File: src/rtl/lookup_table_ctrl_pkg.sv
// Shared definitions for the LookupTable controller.
//   state_t : controller FSM states (IDLE must encode as 0 so reset drives
//             every state-derived output to 0)
//   ST_W    : width of the state encoding
//   LUT_LAT : LookupTable lookup latency in cycles (in0/in1 -> out0/out1)
package lookup_table_ctrl_pkg;

  localparam int ST_W    = 2;
  localparam int LUT_LAT = 2;

  typedef enum logic [ST_W-1:0] {
    ST_IDLE  = 2'd0,
    ST_LOAD  = 2'd1,
    ST_WAIT  = 2'd2,
    ST_READY = 2'd3
  } state_t;

endpackage

File: src/rtl/lut_rsp_pipe.sv
// Response-valid pipeline: a LAT-deep shift register of "lookup accepted"
// flags, so that out_valid rises exactly LAT cycles after in_valid, in step
// with the LookupTable out0/out1 registers.
// Ports:
//   clk, rst  : clock, asynchronous active-high reset (clears the pipe)
//   in_valid  : lookup accepted this cycle
//   out_valid : LUT outputs hold the response of the lookup from LAT cycles ago
module lut_rsp_pipe
  import lookup_table_ctrl_pkg::*;
#(
  parameter int LAT = LUT_LAT
) (
  input  logic clk,
  input  logic rst,
  input  logic in_valid,
  output logic out_valid
);

  logic [LAT-1:0] sr_q;

  always_ff @(posedge clk or posedge rst) begin
    if (rst) begin
      sr_q <= '0;
    end else begin
      sr_q[0] <= in_valid;
      for (int i = 1; i < LAT; i++) begin
        sr_q[i] <= sr_q[i-1];
      end
    end
  end

  assign out_valid = sr_q[LAT-1];

endmodule

File: src/rtl/lookup_table_ctrl.sv
// Sequencer/owner of one LookupTable unit. Bulk-loads the table from a
// valid/ready stream through the LUT databus port, then grants lookups and
// tags each response with rsp_valid aligned to the LUT output latency.
// Lookups are only granted in READY, so the LUT's port-A address hijack during
// its write cycle (which always falls in WAIT) never meets a live lookup.
// Ports:
//   clk, rst                    : clock, asynchronous active-high reset
//   cfg_start/base/len/abort    : load control (len 0..2**ADDR_W)
//   s_valid/s_data/s_ready      : load word stream
//   lut_valid/wstrb/addr/wdata  : LUT databus write, acked by lut_ready
//   lut_run                     : LUT run enable (high in READY)
//   req_valid/addr0/addr1/ready : lookup requests
//   lut_in0/lut_in1             : zero-extended lookup addresses to the LUT
//   rsp_valid                   : LUT out0/out1 hold a response
//   busy/loaded/err             : status; err is sticky until an accepted start
//   state_dbg                   : current FSM state
//
// Handshakes: a transfer happens on a cycle where valid && ready are both high
// at the rising clock edge; valid never depends on ready. s_ready and
// req_ready are combinational from state and the control pulses (cfg_abort
// blocks s_ready, cfg_start blocks req_ready).
module lookup_table_ctrl
  import lookup_table_ctrl_pkg::*;
#(
  parameter int DATA_W = 32,
  parameter int ADDR_W = 8,
  parameter int RDY_TO = 4
) (
  input  logic                clk,
  input  logic                rst,
  input  logic                cfg_start,
  input  logic [ADDR_W-1:0]   cfg_base,
  input  logic [ADDR_W:0]     cfg_len,
  input  logic                cfg_abort,
  input  logic                s_valid,
  input  logic [DATA_W-1:0]   s_data,
  output logic                s_ready,
  output logic                lut_valid,
  output logic [DATA_W/8-1:0] lut_wstrb,
  output logic [ADDR_W-1:0]   lut_addr,
  output logic [DATA_W-1:0]   lut_wdata,
  input  logic                lut_ready,
  output logic                lut_run,
  input  logic                req_valid,
  input  logic [ADDR_W-1:0]   req_addr0,
  input  logic [ADDR_W-1:0]   req_addr1,
  output logic                req_ready,
  output logic [DATA_W-1:0]   lut_in0,
  output logic [DATA_W-1:0]   lut_in1,
  output logic                rsp_valid,
  output logic                busy,
  output logic                loaded,
  output logic                err,
  output state_t              state_dbg
);

  localparam int TO_W = $clog2(RDY_TO + 1);
  localparam logic [ADDR_W:0] DEPTH = {1'b1, {ADDR_W{1'b0}}};

  state_t            state_q, state_d;
  logic [ADDR_W:0]   idx_q, idx_d;
  logic [ADDR_W:0]   len_q, len_d;
  logic [ADDR_W-1:0] base_q, base_d;
  logic              loaded_q, loaded_d;
  logic              err_q, err_d;
  logic              abort_q, abort_d;
  logic [TO_W-1:0]   to_cnt_q, to_cnt_d;
  logic [ADDR_W:0]   idx_inc;

  assign idx_inc = idx_q + (ADDR_W+1)'(1);

  always_ff @(posedge clk or posedge rst) begin
    if (rst) begin
      state_q  <= ST_IDLE;
      idx_q    <= '0;
      len_q    <= '0;
      base_q   <= '0;
      loaded_q <= 1'b0;
      err_q    <= 1'b0;
      abort_q  <= 1'b0;
      to_cnt_q <= '0;
    end else begin
      state_q  <= state_d;
      idx_q    <= idx_d;
      len_q    <= len_d;
      base_q   <= base_d;
      loaded_q <= loaded_d;
      err_q    <= err_d;
      abort_q  <= abort_d;
      to_cnt_q <= to_cnt_d;
    end
  end

  always_comb begin
    state_d   = state_q;
    idx_d     = idx_q;
    len_d     = len_q;
    base_d    = base_q;
    loaded_d  = loaded_q;
    err_d     = err_q;
    abort_d   = abort_q;
    to_cnt_d  = to_cnt_q;
    s_ready   = 1'b0;
    lut_valid = 1'b0;
    req_ready = 1'b0;

    case (state_q)
      ST_IDLE, ST_READY: begin
        // cfg_start outranks lookups even when its length is rejected
        req_ready = (state_q == ST_READY) && !cfg_start;
        if (cfg_start) begin
          if (cfg_len > DEPTH) begin
            err_d = 1'b1;
          end else begin
            err_d   = 1'b0;
            base_d  = cfg_base;
            len_d   = cfg_len;
            idx_d   = '0;
            abort_d = 1'b0;
            if (cfg_len == '0) begin
              state_d  = ST_READY;
              loaded_d = 1'b1;
            end else begin
              state_d  = ST_LOAD;
              loaded_d = 1'b0;
            end
          end
        end
      end

      ST_LOAD: begin
        if (cfg_abort) begin
          // abort beats a simultaneous stream word: nothing is written
          state_d = ST_IDLE;
        end else begin
          s_ready = 1'b1;
          if (s_valid) begin
            lut_valid = 1'b1;
            state_d   = ST_WAIT;
            to_cnt_d  = '0;
          end
        end
      end

      ST_WAIT: begin
        if (cfg_abort) abort_d = 1'b1;
        if (lut_ready) begin
          idx_d = idx_inc;
          if (abort_q || cfg_abort) begin
            state_d  = ST_IDLE;
            loaded_d = 1'b0;
            abort_d  = 1'b0;
          end else if (idx_inc == len_q) begin
            state_d  = ST_READY;
            loaded_d = 1'b1;
          end else begin
            state_d = ST_LOAD;
          end
        end else if (to_cnt_q == TO_W'(RDY_TO - 1)) begin
          err_d   = 1'b1;
          state_d = ST_IDLE;
          abort_d = 1'b0;
        end else begin
          to_cnt_d = to_cnt_q + TO_W'(1);
        end
      end

      default: state_d = ST_IDLE;
    endcase
  end

  // Write address wraps modulo the table depth by truncation.
  assign lut_addr  = lut_valid ? (base_q + idx_q[ADDR_W-1:0]) : '0;
  assign lut_wdata = lut_valid ? s_data : '0;
  assign lut_wstrb = {(DATA_W/8){lut_valid}};

  assign lut_in0   = DATA_W'(req_addr0);
  assign lut_in1   = DATA_W'(req_addr1);
  assign lut_run   = (state_q == ST_READY);
  assign busy      = (state_q == ST_LOAD) || (state_q == ST_WAIT);
  assign loaded    = loaded_q;
  assign err       = err_q;
  assign state_dbg = state_q;

  lut_rsp_pipe #(.LAT(LUT_LAT)) u_rsp_pipe (
    .clk      (clk),
    .rst      (rst),
    .in_valid (req_valid && req_ready),
    .out_valid(rsp_valid)
  );

endmodule
File: config.mk
export PLATFORM = sky130hd
export DESIGN_NAME = lookup_table_ctrl
export DESIGN_NICKNAME = d
export VERILOG_FILES = /design/src/rtl/lookup_table_ctrl_pkg.sv /design/src/rtl/lut_rsp_pipe.sv /design/src/rtl/lookup_table_ctrl.sv
export SDC_FILE = /design/constraint.sdc
export NUM_CORES = 1
export LEC_CHECK = 0
export CORE_MARGIN = 2
export CORE_UTILIZATION = 35
export CTS_CLUSTER_DIAMETER = 100
export DETAILED_ROUTE_END_ITERATION = 16
export PLACE_DENSITY = 0.89
export REMOVE_ABC_BUFFERS = 1
export SLEW_MARGIN = 5
export SYNTH_ARGS = -nofsm -noshare
export SYNTH_HDL_FRONTEND = slang
export SYNTH_SLANG_ARGS = --single-unit
export TNS_END_PERCENT = 1
File: constraint.sdc
create_clock -name clk -period 2.11 [get_ports clk]
set_clock_uncertainty 0.05 [all_clocks]
set_input_delay 0.422 -clock clk [delete_from_list [all_inputs] [get_ports clk]]
set_output_delay 0.422 -clock clk [all_outputs]
set_load 0.005 [all_outputs]
## Word-level counts from Yosys, hierarchy flattened

Index checks and enable logic that the tools add are counted.

- Reductions and logical operators: 17
- Multiplexer cells: 46
- Add/subtract/negate cells: 3
- $lt $le $gt $ge: 1
- Equality and inequality tests: 16
- Bitwise operators: 1

Operators by type and width:

| kind | count |
|---|---|
| 32-bit 2-to-1 mux | 1 |
| 9-bit 2-to-1 mux | 3 |
| 1-bit 2-to-1 mux | 22 |
| 2-bit 2-to-1 mux | 9 |
| 9-bit case mux with 2 select lines | 1 |
| 2-bit inequality test, second input constant | 8 |
| 3-bit 2-to-1 mux | 4 |
| 4-bit AND reduction | 3 |
| 5-bit AND reduction | 2 |
| 9-bit by 1-bit adder with 9-bit output, second input constant | 1 |
| 9-bit equality test | 1 |
| 9-bit > comparator, second input constant | 1 |
| 9-bit zero test | 1 |
| 3-bit inequality test, second input constant | 3 |
| 8-bit adder | 1 |
| 8-bit 2-to-1 mux | 1 |
| 1-bit case mux with 2 select lines | 3 |
| 2-bit case mux with 3 select lines | 1 |
| 3-bit case mux with 2 select lines | 1 |
| 3-bit AND reduction | 2 |
| 2-bit equality test, second input constant | 2 |
| 2-bit nonzero test | 2 |
| 3-bit by 1-bit adder with 3-bit output, second input constant | 1 |
| 3-bit by 2-bit equality test with 1-bit output, second input constant | 1 |
| other kinds (7) | 9 |

- Logic and storage cells: 93
- Output and inout port bits: 118
- Flip-flop bits (word level): 36
- Input port bits: 72

## Logic depth before layout (Yosys ltp)

- Word-level depth: 6
- Gate-level depth with buffers: 9

## Modules after synthesis

Synthesis repeated with hierarchy kept, for this count alone.

- Cells, all modules: 349
- Area total of the unflattened synthesis: 3083.0 um^2

Modules (own cells, without submodules):

| module | cells each | area an instance (um^2) | instances |
|---|---|---|---|
| lookup_table_ctrl | 346 | 3029.2 | 1 |
| lut_rsp_pipe | 3 | 53.8 | 1 |

## Least setup slack after synthesis

Ideal clock, no wire load.

- Path type: register -> output
- From: register idx_q[0]
- To: output port lut_addr[6]
- Cell stages (with the launch flop): 9
- Path slack: -0.221 ns
- Data arrival time: 1.859 ns
- Path through: dfrtp_1 ha_1 fa_1 a21o_1 a21oi_1 o21bai_1 a21oi_1 xor2_1 nor2_1

- Longest elaborated chain between the ends: 2

Ends and longest elaborated chain:

| item | line | source |
|---|---|---|
| start, declared | lookup_table_ctrl.sv:61 | `logic [ADDR_W:0] idx_q, idx_d;` |
| start signal, assigned | lookup_table_ctrl.sv:84 | `idx_q <= idx_d;` |
| 8-bit adder | lookup_table_ctrl.sv:173 | `assign lut_addr = lut_valid ? (base_q + idx_q[ADDR_W-1:0]) : '0;` |
| 8-bit 2-to-1 mux | lookup_table_ctrl.sv:173 |  |
| end, declared | lookup_table_ctrl.sv:40 | `output logic [ADDR_W-1:0] lut_addr,` |

Every way passes these cells.

## Final worst setup path

- From: register base_q[0]
- To: output port lut_addr[6]

- Longest elaborated chain between the ends: 2

Ends and longest elaborated chain:

| item | line | source |
|---|---|---|
| start, declared | lookup_table_ctrl.sv:63 | `logic [ADDR_W-1:0] base_q, base_d;` |
| start signal, assigned | lookup_table_ctrl.sv:86 | `base_q <= base_d;` |
| 8-bit adder | lookup_table_ctrl.sv:173 |  |
| 8-bit 2-to-1 mux | lookup_table_ctrl.sv:173 |  |

Every way passes these cells.

==> impl_metrics.ini <==
[run_status]
status = finished, violations left
violations = setup timing

[sta]
setup_violations = 16
timing.final.crit_share_pct = 121
grt_setup_unrepaired = true
slew_violations = 0
whs_ns = 0.302
fin_ws_ns = -0.446
hold_viol_final = 0
clock.fmax_mhz = 391
min_period_ns = 2.56

[synthesis]
synthDistinctLibCells = 49
ys_seq_area_share_pct = 28.3
ys_top_cells_by_area = dfrtp_1 (28%), buf_4 (17%), and3_1 (7.1%)
yosys.area_share.xor_xnor_pct = 4.96
ys_ff_latch = 36
syn-cell-area_mm2 = 0.00318
postSynth.asyncResetShare_pct = 100
synth_compound_area_share_pct = 12.3
synth_cells = 356
synth_top_family_by_area = buffers and inverters
synthFlopType = dfrtp_1
postSynthAreaPerCell_um2 = 8.93
synthAdderAreaFrac_pct = 6.14
synth_top_area_cell = dfrtp_1
synth_top_area_share_pct = 28.3
synth_edf_count = 0
synth.mux.area_fraction_pct = 8.43
ys_warn_count = 0
yosys.area_share.simple_pct = 18.7

[critical_path]
reg2reg_depth = 9
endpoint_kind = output port
worstSetupStartpointType = flop
cp_cell_sequence = ha_2, fa_2, a21o_1, a21oi_2, o21bai_1, a21oi_2, xor2_1, nor2_1, buf_2
critPathMaxFanout = 2
slowest_delay_ns = 0.38
cp_common_cell = a21oi_2
cp.arrival_ns = 2.08
cp_slowest_cell = dfrtp_1
worstSetupPathType = reg -> out
critPathRequiredTime_ns = 1.64

[placement]
io_buffers = 109
gp_congestion = 0.858
dp_hpwl_um = 7240

[drt]
drt_iter0_drc = 143
wl_met1_um = 3440
via_per_inst = 4.80
drt_wl_total_um = 9140
met3WireLength_um = 836
firstDrtPassIters = 4
vias = 2839
wl_per_cell_um = 15.4
routed-wl-met2_um = 4730
drt.antenna.violating_nets = 0
routed.top_layer = met4
detail_route.drc_violations = 0

[power_and_ir_drop]
p_per_area_mw_per_mm2 = 932
leakage_nw = 2.36
vdd_drop_max_v = 0.000361
p_total_mw = 4.17

[hold_path]
holdPathStages = 0
hold_class = reg -> reg

[cts]
clock_latency_ns = 0.29
numClockSinks = 36
cts_tree = built
cts_made_buffers = 5
clockBufferDepth = 2
cts_root_buf = clkbuf_8
cts_max_level = 2
clk_pin_slew_ns = 0.08
ctsHoldBuffers = 0

[floorplan]
dieHeight_um = 99.3
start_util_pct = 36.3
fp.dieW_um = 99.3
rows = 34
coreArea_mm2 = 0.00876
io-pin-count = 190
die_area_mm2 = 0.00986

[final_layout]
area_growth_pct = 40.8
fillers = 806
final_cell_mix = clkdlybuf4s50_1 (66), conb_1 (48), buf_4 (47), and3_1 (35), dfrtp_1 (35)
nets = 569
drive_gt1_share_pct = 27.5
layout_commonest_cell = clkdlybuf4s50_1

[global_route]
grt_pass1_vias = 2998
grt_antenna_before_repair = 0
grt-ovfl-total = 0
grt_first_pass_wirelength_um = 14300
grtUsageTotal_pct = 17.8
grt_max_degree = 37

[job]
cap_violations = 0
## stage by stage
stage               utilization, %  std cells  worst slack, ns  TNS [ns]  instance area [um^2]
global placement              49.5        578           -0.606    -16.87                  4340
CTS                           51.7        591           -0.480     -6.72                  4530
floorplan                        -        315           -0.551    -15.03                  2740
detailed placement            49.5        578           -0.732    -18.72                  4340
global route                  51.0        591           -0.586     -6.11                  4470
finish                        51.1        592           -0.446     -3.82                  4480
## cells in the mapped netlist, types with 7 or more instances
master,instances
and3_1,36
ha_1,14
nor2_1,22
nand2_1,14
nor3_1,7
clkbuf_1,10
dfrtp_1,36
xor2_1,10
nand3_1,7
a21oi_1,15
xnor2_1,8
o21ai_0,15
inv_1,13
mux2_2,10
buf_4,71
mux2_4,9
## area by class of cell
cell class / instances / area (um^2) / share of cell area [%]
Clock inverter: 3 / 42.5 / 0.951
Antenna cell: 1 / 2.50 / 0.0559
Sequential cell: 36 / 902 / 20.2
Inverter: 13 / 48.8 / 1.09
Tap cell: 108 / 135 / 3.02
Timing Repair Buffer: 160 / 1410 / 31.4
Clock buffer: 5 / 68.8 / 1.54
Multi-Input combinational cell: 266 / 1870 / 41.8
## kinds of logic (layout without fill, tap and decap cells)
| logic type | Yosys count | after routing |
|---|---|---|
| XOR/XNOR | 18 | 18 |
| other | 1 | 49 |
| buffers and inverters | 101 | 181 |
| AND/OR/NAND/NOR | 105 | 105 |
| AO/OA/AOI/OAI | 59 | 59 |
| multiplexers | 21 | 21 |
| flip-flops | 36 | 36 |
| adder cells (fa/ha/maj) | 15 | 15 |
## flip-flops by register name, summed over array words and instances (netlist names)
name	flops
loaded	1
idx_q	9
state_dbg	2
abort_q	1
len_q	9
u_rsp_pipe.sr_q	2
base_q	8
err	1
to_cnt_q	3
## worst max-delay path: cells and delay by family (launching register included)
kind                     cells  cell delay [ns]
adder cells (fa/ha/maj)      2             0.56
AND/OR/NAND/NOR              1             0.05
AO/OA/AOI/OAI                4             0.54
XOR/XNOR                     1             0.15
buffers and inverters        1             0.12
flip-flops                   1             0.38
## timing repair
action,in CTS,in global routing
setup endpoints to repair,50,64
pin swaps,11,3
setup buffers,5,0
gates resized for setup,92,39
## final timing paths
kind / startpoint / endpoint / slack [ns]
hold reg to reg: u_rsp_pipe.sr_q[0] / u_rsp_pipe.sr_q[1] / 0.30
max in group asynchronous: rst / idx_q[1] / 1.19
setup reg to reg: idx_q[1] / loaded / -0.16
setup / recovery: base_q[0] / lut_addr[6] / -0.45
min in group asynchronous: rst / u_rsp_pipe.sr_q[1] / 0.48
hold / removal: u_rsp_pipe.sr_q[0] / u_rsp_pipe.sr_q[1] / 0.30
## per-layer routing
metal	up-vias	GRT usage (%)
li1	1359	-
met1	1311	19.6
met2	155	32.0
met3	14	5.90
met4	0	6.22
met5	-	0
## where the power goes
part	total [mW]	leakage, nW	internal [mW]	switching [mW]
clock	0.611	0.0541	0.350	0.261
sequential	1.14	0.455	0.947	0.193
combinational	2.42	1.85	1.37	1.05
Note: power is estimated with default switching activity, not from simulation.
